`config.mk`:
```
export PLATFORM = sky130hd
export DESIGN_NAME = vxc_chunk_sequencer_flat
export DESIGN_NICKNAME = d
export VERILOG_FILES = /design/src/rtl/vxc_chunk_sequencer_if.sv /design/src/rtl/vxc_chunk_sequencer.sv /design/src/flat_wrapper.sv
export SDC_FILE = /design/constraint.sdc
export NUM_CORES = 1
export LEC_CHECK = 0
export BUFFER_PORTS_ARGS = -buffer_cell sky130_fd_sc_hd__buf_4
export CORE_AREA = 2 2 624 626
export DETAILED_ROUTE_END_ITERATION = 16
export DIE_AREA = 0 0 626 628
export PLACE_DENSITY = 0.3
export SLEW_MARGIN = 20
export SYNTH_ARGS = -nofsm -noshare
export SYNTH_HDL_FRONTEND = slang
export SYNTH_SLANG_ARGS = --single-unit
```
`constraint.sdc`:
```
create_clock -name clk -period 2.2 [get_ports clk]
set_input_delay 0.22 -clock clk [delete_from_list [all_inputs] [get_ports clk]]
set_output_delay 0.22 -clock clk [all_outputs]
set_load 0.03 [all_outputs]
```
`src/rtl/vxc_chunk_sequencer_if.sv`:
```
// Chunk sequencer bus: start/op/constant command, source reads,
// chunk issue to the vXc unit, result writeback and status.
interface vxc_chunk_sequencer_if #(
   parameter int NOE           = 16,
   parameter int NI            = 8,
   parameter int element_width = 32
);
   localparam int NCH = (NOE + NI - 1) / NI;
   localparam int AW  = (NCH > 1) ? $clog2(NCH) : 1;
   localparam int DW  = element_width * NI;

   logic                     start;
   logic                     op;
   logic [element_width-1:0] constant;
   logic                     rd_en;
   logic [AW-1:0]            rd_addr;
   logic [DW-1:0]            first_row_data;
   logic [DW-1:0]            second_row_data;
   logic                     issue_valid;
   logic [DW-1:0]            first_row_out;
   logic [DW-1:0]            second_row_out;
   logic [element_width-1:0] constant_out;
   logic                     op_out;
   logic [DW-1:0]            result_in;
   logic                     wr_en;
   logic [AW-1:0]            wr_addr;
   logic [DW-1:0]            wr_data;
   logic                     busy;
   logic                     done;

   modport master (
      input  start, op, constant,
      input  first_row_data, second_row_data, result_in,
      output rd_en, rd_addr,
      output issue_valid, first_row_out, second_row_out,
      output constant_out, op_out,
      output wr_en, wr_addr, wr_data,
      output busy, done
   );

   modport slave (
      output start, op, constant,
      output first_row_data, second_row_data, result_in,
      input  rd_en, rd_addr,
      input  issue_valid, first_row_out, second_row_out,
      input  constant_out, op_out,
      input  wr_en, wr_addr, wr_data,
      input  busy, done
   );
endinterface

```
`src/rtl/vxc_chunk_sequencer.sv`:
```
// Streams a vector pair chunk by chunk into a fixed-latency vXc unit
// and writes results back. Optional VXC_SEQ_ZERO_PAD_EN zeroes tail lanes.
module vxc_chunk_sequencer #(
   parameter int NOE           = 16,
   parameter int NI            = 8,
   parameter int element_width = 32,
   parameter int LATENCY       = 5
) (
   input logic                   clk,
   input logic                   reset,
   vxc_chunk_sequencer_if.master bus
);
   localparam int NCH = (NOE + NI - 1) / NI;
   localparam int AW  = (NCH > 1) ? $clog2(NCH) : 1;
   localparam int DW  = element_width * NI;
   localparam logic [AW-1:0] LAST = AW'(NCH - 1);

   typedef enum logic [1:0] {
      IDLE,
      READ,
      DRAIN
   } state_t;

   state_t state;

   // vp[0]: source data valid, vp[1]: issue, vp[LATENCY+1]: writeback
   logic [LATENCY+1:0] vp;
   logic [AW-1:0]      ap [LATENCY+2];
   logic [DW-1:0]      lane_mask;
   logic [DW-1:0]      first_pad;
   logic [DW-1:0]      second_pad;

   // Lane mask for the chunk whose source data is arriving now
   always_comb begin
      lane_mask = '1;
`ifdef VXC_SEQ_ZERO_PAD_EN
      for (int j = 0; j < NI; j++) begin
         if (int'(ap[0]) * NI + j >= NOE)
            lane_mask[element_width*(NI-j)-1 -: element_width] = '0;
      end
`endif
      first_pad  = bus.first_row_data & lane_mask;
      second_pad = bus.second_row_data & lane_mask;
   end

   // Control FSM: accept start, sweep chunk reads, wait for drain
   always_ff @(posedge clk or negedge reset) begin
      if (!reset) begin
         state            <= IDLE;
         bus.rd_en        <= 1'b0;
         bus.rd_addr      <= '0;
         bus.busy         <= 1'b0;
         bus.done         <= 1'b0;
         bus.op_out       <= 1'b0;
         bus.constant_out <= '0;
      end else begin
         bus.done <= 1'b0;
         unique case (state)
            IDLE: begin
               if (bus.start && !bus.done) begin
                  bus.op_out       <= bus.op;
                  bus.constant_out <= bus.constant;
                  bus.busy         <= 1'b1;
                  bus.rd_en        <= 1'b1;
                  bus.rd_addr      <= '0;
                  state            <= READ;
               end
            end
            READ: begin
               if (bus.rd_addr == LAST) begin
                  bus.rd_en   <= 1'b0;
                  bus.rd_addr <= '0;
                  state       <= DRAIN;
               end else begin
                  bus.rd_addr <= bus.rd_addr + AW'(1);
               end
            end
            DRAIN: begin
               // only the final writeback stage may still be occupied
               if (vp[LATENCY:0] == '0) begin
                  bus.done <= 1'b1;
                  bus.busy <= 1'b0;
                  state    <= IDLE;
               end
            end
            default: state <= IDLE;
         endcase
      end
   end

   // Valid/address pipeline from read strobe through writeback
   always_ff @(posedge clk or negedge reset) begin
      if (!reset) begin
         vp <= '0;
         for (int i = 0; i < LATENCY + 2; i++)
            ap[i] <= '0;
      end else begin
         vp    <= {vp[LATENCY:0], bus.rd_en};
         ap[0] <= bus.rd_addr;
         for (int i = 1; i < LATENCY + 2; i++)
            ap[i] <= ap[i-1];
      end
   end

   // Issue registers capture source chunks the cycle they arrive
   always_ff @(posedge clk or negedge reset) begin
      if (!reset) begin
         bus.first_row_out  <= '0;
         bus.second_row_out <= '0;
      end else if (vp[0]) begin
         bus.first_row_out  <= first_pad;
         bus.second_row_out <= second_pad;
      end
   end

   assign bus.issue_valid = vp[1];
   assign bus.wr_en       = vp[LATENCY+1];
   assign bus.wr_addr     = ap[LATENCY+1];
   assign bus.wr_data     = bus.wr_en ? bus.result_in : '0;

endmodule

```
`src/flat_wrapper.sv`:
```
// flat-port wrapper written by rule: the top's interface ports become plain ports
module vxc_chunk_sequencer_flat 
#(
   parameter int NOE           = 16,
   parameter int NI            = 8,
   parameter int element_width = 32,
   parameter int LATENCY       = 5
)
  (clk, reset, bus_start, bus_op, bus_constant, bus_first_row_data, bus_second_row_data, bus_result_in, bus_rd_en, bus_rd_addr, bus_issue_valid, bus_first_row_out, bus_second_row_out, bus_constant_out, bus_op_out, bus_wr_en, bus_wr_addr, bus_wr_data, bus_busy, bus_done);
  vxc_chunk_sequencer_if #(.NOE(NOE), .NI(NI), .element_width(element_width)) bus_i ();
  input logic clk;
  input logic reset;
  input wire logic [$bits(bus_i.start)-1:0] bus_start;
  input wire logic [$bits(bus_i.op)-1:0] bus_op;
  input wire logic [$bits(bus_i.constant)-1:0] bus_constant;
  input wire logic [$bits(bus_i.first_row_data)-1:0] bus_first_row_data;
  input wire logic [$bits(bus_i.second_row_data)-1:0] bus_second_row_data;
  input wire logic [$bits(bus_i.result_in)-1:0] bus_result_in;
  output wire logic [$bits(bus_i.rd_en)-1:0] bus_rd_en;
  output wire logic [$bits(bus_i.rd_addr)-1:0] bus_rd_addr;
  output wire logic [$bits(bus_i.issue_valid)-1:0] bus_issue_valid;
  output wire logic [$bits(bus_i.first_row_out)-1:0] bus_first_row_out;
  output wire logic [$bits(bus_i.second_row_out)-1:0] bus_second_row_out;
  output wire logic [$bits(bus_i.constant_out)-1:0] bus_constant_out;
  output wire logic [$bits(bus_i.op_out)-1:0] bus_op_out;
  output wire logic [$bits(bus_i.wr_en)-1:0] bus_wr_en;
  output wire logic [$bits(bus_i.wr_addr)-1:0] bus_wr_addr;
  output wire logic [$bits(bus_i.wr_data)-1:0] bus_wr_data;
  output wire logic [$bits(bus_i.busy)-1:0] bus_busy;
  output wire logic [$bits(bus_i.done)-1:0] bus_done;
  assign bus_i.start = bus_start;
  assign bus_i.op = bus_op;
  assign bus_i.constant = bus_constant;
  assign bus_i.first_row_data = bus_first_row_data;
  assign bus_i.second_row_data = bus_second_row_data;
  assign bus_i.result_in = bus_result_in;
  assign bus_rd_en = bus_i.rd_en;
  assign bus_rd_addr = bus_i.rd_addr;
  assign bus_issue_valid = bus_i.issue_valid;
  assign bus_first_row_out = bus_i.first_row_out;
  assign bus_second_row_out = bus_i.second_row_out;
  assign bus_constant_out = bus_i.constant_out;
  assign bus_op_out = bus_i.op_out;
  assign bus_wr_en = bus_i.wr_en;
  assign bus_wr_addr = bus_i.wr_addr;
  assign bus_wr_data = bus_i.wr_data;
  assign bus_busy = bus_i.busy;
  assign bus_done = bus_i.done;
  vxc_chunk_sequencer #(.NOE(NOE), .NI(NI), .element_width(element_width), .LATENCY(LATENCY)) u_core (.clk(clk), .reset(reset), .bus(bus_i));
endmodule
```
Word-level counts from Yosys, hierarchy flattened
Cells that the tools add are included.
{ "classes": {"addsub": 1, "eq_ne": 5, "reduce_logical": 11, "muxes": 15} }
{ "ops": {"columns": ["cell", "n"], "rows": [
  ["two-way mux 256 bit", 1],
  ["AND reduction 3 bit", 3],
  ["two-way mux 1 bit", 7],
  ["logical NOT 6 bit", 1],
  ["two-way mux 2 bit", 3],
  ["!= test 2 x 1 -> 1 bit, second input constant", 3],
  ["one-hot mux 1 bit (2 select lines)", 3],
  ["one-hot mux 2 bit (3 select lines)", 1],
  ["AND reduction 2 bit", 2],
  ["nonzero test 2 bit", 2],
  ["== test 2 x 1 -> 1 bit, second input constant", 1],
  ["== test 2 bit, second input constant", 1],
  ["logical NOT 2 bit", 1],
  ["adder 1 bit, second input constant", 1],
  ["logical AND 1 bit", 1],
  ["logical NOT 1 bit", 1]
]} }
{ "totals": {"word_cells": 49, "regBits": 565, "output_inout_bits": 808, "inputBits": 804} }

Depth between registers and ports, before layout
{ "logic_depth": {"depth_word": 4, "ltp_mapped": 5} }

Worst setup path after synthesis
No wires, ideal clock.
{ "synth_timing": {"kind": "register -> output", "startpoint": "reg u_core.vp[6]", "endpoint": "out bus_wr_data[100]", "stages_incl_launch_ff": 4, "required_ps": 1980, "slack_ps": 629, "arrival_ps": 1351, "cell_sequence": "dfrtp_1 clkbuf_1 clkbuf_1 and2_1"} }
{ "synth_via": {"elab_chain_cells": 1} }
{ "synth_rtl": {"columns": ["item", "line_no", "source"], "rows": [
  ["start, declared", "vxc_chunk_sequencer.sv:27", "logic [LATENCY+1:0] vp;"],
  ["start signal, assigned", "vxc_chunk_sequencer.sv:98", "vp <= {vp[LATENCY:0], bus.rd_en};"],
  ["two-way mux 256 bit", "vxc_chunk_sequencer.sv:119", "assign bus.wr_data = bus.wr_en ? bus.result_in : '0;"],
  ["end, declared", "flat_wrapper.sv:28", "output wire logic [$bits(bus_i.wr_data)-1:0] bus_wr_data;"]
]} }
Every way passes these cells.

Worst setup path in the final report
{ "layout_timing": {"startpoint": "reg u_core.vp[6]", "endpoint": "out bus_wr_data[107]"} }
Same word-level chain as after synthesis.

==> run metrics <==
Rows=229; number of global-route vias before repair=24,400; Final Max Tran Viols=0; synth warn=0; Routed WL=roughly 230,000 µm; drt drc=0; Startpoint Class=flop; VDD IR max=0.000580 V; Vias=about 22,000; f_max=0.434 GHz; sequential share of the synthesized area=~63%; I/O Buffers=1,611; Reg area=roughly 14,000 µm²; Post-DP Area=41,300 µm²; violated checks=setup timing; clock sink count=565; count of cell types in the netlist=18; Core Box Area=slightly below 400,000 µm²; first-pass GRT wire length=286,000 µm; All-Layer GR Usage=about 11%; I/O pin count=1,612; starting DRC count in detailed routing=642; chip height=628 µm; CTS Buf Count=90; drt pass-1 iters=4; synthesized area per cell=15.3 µm²; synthesized cell area=22,400 µm²; NumNets Final=4,522; endpoint class of the critical path=primary output; final std cells w/o fill=between 9,000 and 10,000; power per cell area=about 1300 nW/µm²; Root Buffer=clkbuf_16; outcome=finished, violations left; Tmin final=between 2 and 2.5 ns; die area=between 300,000 and 400,000 µm²; Post-Syn Nets=2,273; post-synthesis cell count=roughly 1,500; critical path arrival=2.08 ns; setup slack after layout=-0.104 ns; Area Growth Syn to Fin=130%; CTS tree=done; die width=626 µm; fillers=approximately 44,000; gr ovfl total=0; Fin Clk Skew=0.0701 ns; final setup fails=224; maxcap violations=0; Lkg Pwr=22.2 nW; later-pin clock latency in the skew report=0.82 ns; placed cell count=roughly 8,300; Initial Util=under 10%; layout cells sized above 1=66.9%; endpoints failing hold=0; Slew HR=63.6%; register bit total from synthesis=565; Max Root-Sink Buffers=4; final HPWL from detailed placement=between 150,000 and 200,000 µm; H-tree depth=3; vias per cell=2.47; final instance area=51,600 µm²; RD Place Congestion=0.894; clock slew at reported path FFs=0.05 ns; WS Path Type=flop to primary output; initial antenna violation count=171; ANT nets after route=0; Hold WC Path Type=primary input to flop; crit-path max FO=27; Multi-input gate area=between 8000 and 9000 µm²; worst slew pin tran=between 0.5 and 0.6 ns; RSZ-0062 raised after global routing=true; crit share post-route=105%; worst endpoint required time=between 1.5 and 2 ns; largest net degree at the start of global routing=68; per-cell routed wire length=25.7 µm
## stage by stage
stage          total power [mW]  hold WS [ns]  TNS, ns  setup WS, ns  util, %
2_1_floorplan              31.5       -0.0756        0         0.629        -
3_3_place_gp               47.7         0.166        0         0.446     10.7
3_5_place_dp               47.8         0.164        0         0.458     10.7
4_1_cts                    66.1        0.0500   -42.31        -0.223     13.1
5_1_grt                    68.3         0.106   -36.25        -0.198     13.3
6_report                   65.0         0.154   -13.40        -0.104     13.3
## cells by family after synthesis
family | count (synthesis) | share of synthesized area (%)
simple gates | 266 | 7.51
flops | 565 | 63.1
mux | 545 | 27.4
compound gates | 4 | 0.112
buf+inv | 89 | 1.91
## critical path, stage by stage, from the launching register on
cell and delay, ns:
dfrtp_4 0.48, buf_12 0.16, bufbuf_16 0.31, and2_1 0.18, buf_4 0.18
## synth_stat cells, drive strengths merged
cell    number  area (µm²)
a21o         1        7.51
a21oi        1        5.00
and2       256        1600
buf         57         309
clkbuf      32         120
dfrtp      565       14100
mux2       545        6140
nand2b       2        12.5
nand3b       2        15.0
nor2         2        7.51
nor4         2        27.5
nor4b        1        8.76
o21ai        1        5.00
o21bai       1        7.51
or4          1        11.3
## sequential cells by signal, summed over array words and instances (netlist names)
register                   flops
u_core.vp                      7
u_core.bus.busy                1
u_core.bus.rd_en               1
u_core.bus.first_row_out     256
u_core.bus.constant_out       32
u_core.ap                      6
u_core.bus.rd_addr             1
u_core.bus.op_out              1
u_core.bus.wr_addr             1
u_core.state                   2
u_core.bus.second_row_out    256
u_core.bus.done                1
## final timing paths
path,to,start,depth (start not counted),slack [ns]
max,bus_wr_data[107],u_core.vp[6],4,-0.10
min,u_core.bus.busy,bus_start,5,0.15
max in group asynchronous,u_core.bus.first_row_out[58],reset,4,1.37
max reg2reg,u_core.bus.constant_out[4],u_core.state[0],3,0.50
min reg2reg,u_core.bus.wr_addr,u_core.ap[1],0,0.35
min in group asynchronous,u_core.bus.second_row_out[14],reset,3,0.16
## cells in the final DEF, fill, tap and decap left out
| cell type | synthesis | routed |
|---|---|---|
| dfrtp_4 | 0 | 2 |
| diode_2 | 0 | 36 |
| buf_4 | 2 | 1479 |
| a21o_1 | 1 | 1 |
| nor4_1 | 1 | 1 |
| buf_6 | 3 | 160 |
| mux2_2 | 545 | 545 |
| dlygate4sd3_1 | 0 | 546 |
| nor4_4 | 1 | 1 |
| dfrtp_1 | 565 | 563 |
| inv_16 | 0 | 2 |
| bufbuf_16 | 0 | 1 |
| bufinv_16 | 0 | 7 |
| o21ai_0 | 1 | 1 |
| a21oi_1 | 1 | 1 |
| nor2_1 | 2 | 2 |
| buf_8 | 0 | 5 |
| inv_6 | 0 | 5 |
| buf_12 | 0 | 41 |
| clkinv_8 | 0 | 1 |
| and2_2 | 0 | 2 |
| clkbuf_1 | 32 | 18 |
| or4_4 | 1 | 1 |
| nand2b_1 | 2 | 2 |
| o21bai_1 | 1 | 1 |
| inv_8 | 0 | 1 |
| buf_16 | 0 | 8 |
| clkbuf_16 | 0 | 96 |
| and2_4 | 0 | 140 |
| and2_1 | 256 | 114 |
| clkinvlp_4 | 0 | 5 |
| nor4b_2 | 0 | 1 |
| clkinv_4 | 0 | 5 |
| clkbuf_8 | 0 | 17 |
| clkinv_2 | 0 | 7 |
| nand3b_1 | 2 | 2 |
## final cells by class
class                      count  area share (%)
antenna                       36           0.175
clock buffer                 125            4.95
clock inverter                33           0.849
multi-input combinational    815            15.9
sequential                   565            27.4
tap                         5197            12.6
timing repair buffer        2246            38.1
## repair_timing
action	CTS	global route
resized for setup	221	173
endpoints found under the hold margin	987	0
pin swaps	0	1
setup endpoints to repair	255	256
gates cloned	7	9
hold buffers	547	0
buffers inserted	5	2
## layer usage
layer / wire length, µm / GRT usage, % / vias up
met5: 314 / 0 / -
met4: 10000 / 3.86 / 46
met3: 17200 / 3.36 / 380
met2: 124000 / 21.7 / 1072
met1: 80000 / 11.4 / 11100
li1: - / - / 9613
## power by group
group,internal [mW],switching (mW),leakage [nW],total [mW]
Sequential,13.9,2.28,6.58,16.2
Clock,8.96,6.01,1.46,15.0
Combinational,13.7,20.2,14.2,33.9
No activity file was read; power rests on OpenSTA's default activity.
